===== src/rtl/fpu_mul_div_arbiter.sv =====
// Round-robin arbiter sharing one half-precision mul/div unit between two requesters.
// Optional RUN-state watchdog enabled by defining FPU_ARB_TIMEOUT_EN.
module fpu_mul_div_arbiter #(
   parameter int TIMEOUT_CYCLES = 64
) (
   input  logic        clk,
   input  logic        reset,
   input  logic        req0,
   input  logic        req1,
   input  logic        mulDiv0,
   input  logic        mulDiv1,
   input  logic [15:0] x0,
   input  logic [15:0] y0,
   input  logic [15:0] x1,
   input  logic [15:0] y1,
   output logic        gnt0,
   output logic        gnt1,
   output logic        rsp_valid0,
   output logic        rsp_valid1,
   output logic [15:0] rsp_result,
   output logic [1:0]  rsp_ofuf,
   output logic        busy,
   output logic [15:0] u_x,
   output logic [15:0] u_y,
   output logic        u_mulDiv,
   output logic        u_reset,
   input  logic        u_done,
   input  logic [15:0] u_result,
   input  logic [1:0]  u_OFUF
);

   typedef enum logic [1:0] {IDLE, LOAD, RUN, RESP} state_t;

   state_t      state;
   logic        owner;
   logic        lastGnt;
   logic        loadFlop;
   logic        pick1;
   logic [15:0] holdX;
   logic [15:0] holdY;
   logic        holdMulDiv;

`ifdef FPU_ARB_TIMEOUT_EN
   localparam int CntW = $clog2(TIMEOUT_CYCLES + 1);
   logic [CntW-1:0] cnt;
`endif

   // Flagged results are forced to zero so a consumer never sees a partial value.
   function automatic logic [15:0] gateResult(input logic [1:0] flags, input logic [15:0] res);
      return (flags == 2'b00) ? res : 16'h0000;
   endfunction

   // lastGnt == 1 means requester 1 was served last, so requester 0 wins a tie.
   assign pick1    = req1 & (~req0 | ~lastGnt);
   assign busy     = (state != IDLE);
   assign u_x      = holdX;
   assign u_y      = holdY;
   assign u_mulDiv = holdMulDiv;
   assign u_reset  = reset | loadFlop;

   always_ff @(posedge clk or posedge reset) begin
      if (reset) begin
         state      <= IDLE;
         owner      <= 1'b0;
         lastGnt    <= 1'b1;
         loadFlop   <= 1'b0;
         holdX      <= 16'h0000;
         holdY      <= 16'h0000;
         holdMulDiv <= 1'b0;
         gnt0       <= 1'b0;
         gnt1       <= 1'b0;
         rsp_valid0 <= 1'b0;
         rsp_valid1 <= 1'b0;
         rsp_result <= 16'h0000;
         rsp_ofuf   <= 2'b00;
`ifdef FPU_ARB_TIMEOUT_EN
         cnt        <= '0;
`endif
      end else begin
         gnt0       <= 1'b0;
         gnt1       <= 1'b0;
         rsp_valid0 <= 1'b0;
         rsp_valid1 <= 1'b0;
         loadFlop   <= 1'b0;
         case (state)
            IDLE: begin
               if (req0 || req1) begin
                  state      <= LOAD;
                  owner      <= pick1;
                  lastGnt    <= pick1;
                  holdX      <= pick1 ? x1 : x0;
                  holdY      <= pick1 ? y1 : y0;
                  holdMulDiv <= pick1 ? mulDiv1 : mulDiv0;
                  gnt0       <= ~pick1;
                  gnt1       <= pick1;
                  loadFlop   <= 1'b1;
               end
            end
            LOAD: begin
               state <= RUN;
`ifdef FPU_ARB_TIMEOUT_EN
               cnt   <= '0;
`endif
            end
            RUN: begin
               // u_done is only honoured here; a stale pulse during LOAD is dropped.
               if (u_done) begin
                  state      <= RESP;
                  rsp_ofuf   <= u_OFUF;
                  rsp_result <= gateResult(u_OFUF, u_result);
                  rsp_valid0 <= ~owner;
                  rsp_valid1 <= owner;
`ifdef FPU_ARB_TIMEOUT_EN
               end else if (cnt == CntW'(TIMEOUT_CYCLES - 1)) begin
                  state      <= RESP;
                  rsp_ofuf   <= 2'b11;
                  rsp_result <= 16'h0000;
                  rsp_valid0 <= ~owner;
                  rsp_valid1 <= owner;
               end else begin
                  cnt <= cnt + CntW'(1);
`endif
               end
            end
            RESP: state <= IDLE;
            default: state <= IDLE;
         endcase
      end
   end

endmodule


===== config.mk =====
export PLATFORM = sky130hd
export DESIGN_NAME = fpu_mul_div_arbiter
export DESIGN_NICKNAME = d
export VERILOG_FILES = /design/src/rtl/fpu_mul_div_arbiter.sv
export SDC_FILE = /design/constraint.sdc
export NUM_CORES = 1
export LEC_CHECK = 0
export BUFFER_PORTS_ARGS = -buffer_cell sky130_fd_sc_hd__buf_4
export CAP_MARGIN = 15
export CORE_UTILIZATION = 47
export DETAILED_ROUTE_END_ITERATION = 16
export HOLD_SLACK_MARGIN = 0.03
export PLACE_DENSITY = 0.87
export SLEW_MARGIN = 10
export SYNTH_ARGS = -nofsm -noshare
export SYNTH_HDL_FRONTEND = slang
export SYNTH_SLANG_ARGS = --single-unit

===== constraint.sdc =====
create_clock -name clk -period 3.4 [get_ports clk]
set_input_delay 0.34 -clock clk [delete_from_list [all_inputs] [get_ports clk]]
set_output_delay 0.34 -clock clk [all_outputs]
set_load 0.01 [all_outputs]

==> results of run 1 <==
==> flip-flops by register name, summed over array words and instances (netlist names) <==
register and cells:
rsp_result 16, u_x 16, u_y 16, rsp_ofuf 2, state 2, gnt0 1
gnt1 1, lastGnt 1, loadFlop 1, owner 1, rsp_valid0 1, rsp_valid1 1
u_mulDiv 1
==> worst paths after layout <==
| kind | startpoint | depth (start not counted) | end |
|---|---|---|---|
| min in group clk | u_result[10] | 2 | rsp_result[10] |
| setup / recovery | state[0] | 5 | rsp_result[1] |
| max in group asynchronous | reset | 3 | u_x[15] |
| hold / removal | reset | 2 | loadFlop |
| hold reg to reg | owner | 1 | rsp_valid0 |
| setup reg to reg | state[0] | 5 | rsp_result[1] |
==> cells by family after synthesis <==
family          Yosys count  synth area share [%]
compound gates           71                  21.9
fa+ha+maj                 2                  1.01
mux                       3                  1.36
simple gates             57                  11.4
flops                    60                  60.6
buf+inv                  21                  3.78
==> per-layer routing <==
layer | up-vias | wire length (µm)
met5 | - | 0
met3 | 22 | 597
met2 | 128 | 3390
li1 | 1070 | -
met4 | 0 | 204
met1 | 1117 | 2820
==> through the flow <==
step                      total power (µW)  util, %  hold slack [ps]  cells  setup WS (ps)
after floorplan                       1970        -              419    214           1580
after global placement                2610     70.5              456    416           1330
after detailed placement              2670     70.5              460    416           1100
after CTS                             3330     74.5              210    432           1040
after global routing                  3520     74.5              216    432            879
final                                 3310     74.5              191    432           1020
==> report_power, final <==
group | internal, µW | total (µW) | switching, µW
registers | 1050 | 1240 | 195
logic | 757 | 1430 | 670
clock network | 376 | 639 | 263
==> cell type report <==
type | count | area (µm²) | area share, %
well taps | 70 | 87.6 | 2.30
multi-input cells | 133 | 885 | 23.3
inverters | 6 | 22.5 | 0.592
flip-flops and latches | 60 | 1500 | 39.5
repair buffers | 147 | 1100 | 29.0
clock inverters | 4 | 47.5 | 1.25
clock buffers | 12 | 155 | 4.08
==> layout by cell type (no fill, tap or decap), types with 2 or more instances in the layout <==
| master | instances |
|---|---|
| buf_4 | 147 |
| dfrtp_1 | 59 |
| a21oi_1 | 29 |
| and3_1 | 20 |
| a221o_1 | 19 |
| a22o_1 | 16 |
| nor2_1 | 16 |
| nand2_1 | 15 |
| clkbuf_8 | 11 |
| inv_1 | 4 |
| and2_1 | 3 |
| mux2_2 | 2 |
| inv_2 | 2 |
| a21boi_2 | 2 |
| ha_1 | 2 |
| clkinv_2 | 2 |
==> flow_metrics.env, run 1 <==
export IMPL_grtUsageMet1_pct=32.1
export IMPL_die_h_um=74.7
export IMPL_relSlewSlack_pct=29.8
export IMPL_die_w_um=74.7
export IMPL_ir_drop_v=0.000481
export IMPL_grt_max_degree=42
export IMPL_dpl_hpwl_um=4740
export IMPL_end_kind="flip-flop"
export IMPL_min_period_over_period_pct=70.0
export IMPL_cp_top_family="simple AND/OR/NAND/NOR gates"
export IMPL_grt_busiest_layer="met2"
export IMPL_async_flop_share_pct=100
export IMPL_fillers=366
export IMPL_cts_max_level=3
export IMPL_ys_top_cells_by_count="59 x dfrtp_1, 29 x a21oi_1, 20 x and3_1"
export IMPL_critical_path_class="reg2reg"
export IMPL_cts_buffer_depth=2
export IMPL_fmax_mhz=420
export IMPL_finClkSkew_ps=13.7
export IMPL_rows=26
export IMPL_post_synth_top_area_cell="dfrtp_1"
export IMPL_drc=0
export IMPL_power_leakage_uw=0.00202
export IMPL_synthesis_area_mm2=0.00248
export IMPL_timing_critical_path_fanout_max=20
export IMPL_numCtsBuffers=9
export IMPL_yosys_warnings=0
export IMPL_postCtsHoldBufs=0
export IMPL_met2_usage_pct=40.5
export IMPL_critical_path_slowest_cell="nor3_2"
export IMPL_startpoint_type="flip-flop"
export IMPL_area_growth_pct=53.3
export IMPL_setup_viol=0
export IMPL_drt_total_wl_um=7010
export IMPL_seq_area_frac_synth_pct=60.6
export IMPL_syn_avg_cell_area_um2=11.6
export IMPL_vias_per_cell=5.41
export IMPL_status="completed"
export IMPL_clkSlewWorstSetupHoldPaths_ps=70
export IMPL_portBuffers=145
export IMPL_insertion_delay_ps=330
export IMPL_cp_slowest_stage_delay_ps=950
export IMPL_cts_tree="yes"
export IMPL_cts_root_buf="clkbuf_8"
export IMPL_synth_most_common_cell="dfrtp_1"
export IMPL_initial_utilization_pct=48.6
export IMPL_hold_viol_final=0
export IMPL_required_ps=3660
export IMPL_use_met3_pct=9.10
export IMPL_arrival_ps=2640
export IMPL_grt_pass1_vias=2342
export IMPL_overflow=0
export IMPL_synth_edf_count=0
export IMPL_antenna_found_initial=0
export IMPL_tns_ps=0
export IMPL_grtUsageTotal_pct=26.3
export IMPL_final_nets=448
export IMPL_drive_above_1_share_pct=47.8
export IMPL_post_route_min_period_ps=2380
export IMPL_die_area_mm2=0.00557
export IMPL_drt_iter0_markers=101
export IMPL_cellPowerDensity_mw_per_mm2=870
export IMPL_drv_cap=0
export IMPL_rsz0062_at_grt="false"
export IMPL_drt_first_pass_iters=4
export IMPL_synth_top_cell_area_share_pct=59.5
export IMPL_grt_pass1_wl_um=10800
export IMPL_ys_flop_type="dfrtp_1"
export IMPL_path_buf_inv=1
export IMPL_worstMarginPinSlew_ps=1050
export IMPL_postRouteAntennaNets=0
export IMPL_synth_area_top_cells="dfrtp_1 60%, a221o_1 7.7%, a21oi_1 5.8%"
export IMPL_ys_types=25
export IMPL_cts_resized=0
export IMPL_num_vias=2337
export IMPL_hp_class="in2async"
export IMPL_slew_viol_final=0
export IMPL_synthesis_nets=305
export IMPL_post_cts_buffers=0
export IMPL_pin_count=146
export IMPL_cp_cell_sequence="inv_1 > ha_1 > nand2_1 > nor3_2 > a22o_1"
export IMPL_core_area_mm2=0.00511
export IMPL_r2r_slack_ps=1020
export IMPL_routabilityCongestion=0.764
export IMPL_syn_instance_count=214
export IMPL_dpl_instance_area_mm2=0.00360
export IMPL_cts_sinks=60
export IMPL_antenna_cells=0
export IMPL_stdcell_area_mm2=0.00380
export IMPL_ys_ff_latch=60
export IMPL_post_drt_wl_per_cell_um=16.2
(Power assumes the default switching activity.)
==> inputs of run 2 (changes only) <==
Settings changed: CORE_UTILIZATION 47 to 43, PLACE_DENSITY 0.87 to 0.81.
Clock period 3.4 ns to 2.2 ns, I/O delays scaled along.
==> flow_metrics.env, run 2 (synthesis gave the netlist of run 1 again) <==
export IMPL_status="completed"
export IMPL_fmax_mhz=571
export IMPL_core_area_mm2=0.00554
export IMPL_antenna_found_initial=0
export IMPL_rr_worst_depth=6
export IMPL_hp_class="in2reg"
export IMPL_cts_max_level=3
export IMPL_finClkSkew_ps=6.94
export IMPL_arrival_ps=1990
export IMPL_layout_common_cells="149 x buf_4, 59 x dfrtp_1, 29 x a21oi_1"
export IMPL_setup_viol=0
export IMPL_rsz0062_at_grt="false"
export IMPL_clkSlewWorstSetupHoldPaths_ps=60
export IMPL_post_route_min_period_ps=1750
export IMPL_total_power_uw=5030
export IMPL_seq_area_mm2=0.00150
export IMPL_overflow=0
export IMPL_insertion_delay_ps=320
export IMPL_rows=27
export IMPL_dpl_hpwl_um=4790
export IMPL_drive_above_1_share_pct=47.9
export IMPL_area_growth_pct=54.6
export IMPL_cts_sinks=60
export IMPL_dp_slack_ps=417
export IMPL_cts_resized=0
export IMPL_tns_ps=0
export IMPL_pin_count=146
export IMPL_cts_buffer_depth=2
export IMPL_power_frac_seq_pct=38.2
export IMPL_die_area_mm2=0.00608
export IMPL_r2r_slack_ps=450
export IMPL_switching_share_pct=33.9
export IMPL_fillers=441
export IMPL_layout_commonest_cell="buf_4"
export IMPL_multi_input_area_um2=885
export IMPL_setup_slack_ps=450
export IMPL_dpl_instance_area_mm2=0.00364
export IMPL_antenna_cells=0
export IMPL_required_ps=2440
export IMPL_drt_total_wl_um=6640
export IMPL_drc=0
export IMPL_hold_viol_final=0
export IMPL_grt_pass1_wl_um=10600
export IMPL_p_int_uw=3330
export IMPL_drt_iter0_markers=133
export IMPL_grtUsageTotal_pct=23.0
export IMPL_crit_start="state[0]"
export IMPL_cts_tree="yes"
export IMPL_worstMarginPinSlew_ps=918
export IMPL_initial_utilization_pct=44.8
export IMPL_place_inst=421
export IMPL_relSlewSlack_pct=38.8
export IMPL_fin_cells=437
export IMPL_power_frac_comb_pct=43.6
export IMPL_r2r_end="u_y[12]"
export IMPL_slew_viol_final=0
export IMPL_timing_critical_path_fanout_max=22
export IMPL_routabilityCongestion=0.805
export IMPL_final_nets=452
export IMPL_startpoint_type="flip-flop"
export IMPL_die_w_um=78.0
export IMPL_numCtsBuffers=9
export IMPL_grt_max_degree=35
export IMPL_num_vias=2317
export IMPL_drt_first_pass_iters=4
export IMPL_pwr_share_clk_pct=18.2
export IMPL_stdcell_area_mm2=0.00384
export IMPL_die_h_um=78.0
export IMPL_power_leakage_uw=0.00204
export IMPL_min_period_over_period_pct=79.5
export IMPL_portBuffers=145
export IMPL_grt_pass1_vias=2249
export IMPL_switchingPower_uw=1710
export IMPL_critical_path_class="reg2reg"
export IMPL_vias_per_cell=5.30
export IMPL_ir_drop_v=0.000660
export IMPL_worstSetupEndpoint="u_y[12]"
export IMPL_cellPowerDensity_mw_per_mm2=1310
export IMPL_post_drt_wl_per_cell_um=15.2
export IMPL_cts_root_buf="clkbuf_8"
export IMPL_end_kind="flip-flop"
export IMPL_drv_cap=0
export IMPL_r2r_start="state[0]"
export IMPL_postRouteAntennaNets=0
[run 2: area by class of cell]
class                   count  share of cell area, %
clock inverters             1                  0.130
repair buffers            151                   29.9
multi-input cells         133                   23.1
inverters                   6                  0.587
clock buffers              14                   4.76
well taps                  72                   2.35
flip-flops and latches     60                   39.2
[run 2: worst min-delay path by stage]
| stage | endpoint | slack (ps) | cells after the start | start |
|---|---|---|---|---|
| after floorplan | u_y[10] | 350 | 2 | y0[10] |
| after global placement | loadFlop | 320 | 2 | reset |
| after detailed placement | u_y[5] | 330 | 2 | reset |
| after CTS | rsp_result[9] | 90 | 2 | u_result[9] |
| after global routing | u_mulDiv | 110 | 2 | mulDiv1 |
| final | rsp_result[9] | 110 | 2 | u_result[9] |
[run 2: power by group through the flow]
| stage | clock network [µW] | logic [µW] | registers, µW |
|---|---|---|---|
| detailed placement | 0 | 2220 | 1920 |
| finish | 916 | 2200 | 1920 |
| global route | 981 | 2400 | 1970 |
| CTS | 932 | 2210 | 1920 |
| global placement | 0 | 2140 | 1910 |
| floorplan | 0 | 953 | 2100 |
[run 2: timing repair]
| action | CTS | global route |
|---|---|---|
| hold buffers | 1 | 0 |
| buffers inserted | 0 | 0 |
| hold endpoints to repair | 25 | 0 |
[run 2: worst max-delay path, cell delays in order, from the launching register on]
cell and delay [ps]:
dfrtp_1 350, inv_1 60, ha_1 260, o21ai_2 370
buf_4 340, a21oi_1 60, a21oi_1 220
[run 2: per-layer routing]
layer | GRT usage, % | vias to the layer above | share of wire, %
met5 | 0 | - | 0
met4 | 10.6 | 0 | 1.9
met3 | 5.76 | 14 | 7.7
met2 | 37.2 | 127 | 49
met1 | 29.2 | 1102 | 41
li1 | - | 1074 | -
[run 2: through the flow]
step | utilization [%] | hold WS, ps
final | 69.2 | 111
after global routing | 69.2 | 106
after CTS | 69.2 | 94.6
after detailed placement | 65.7 | 332
after global placement | 65.7 | 317
after floorplan | - | 349
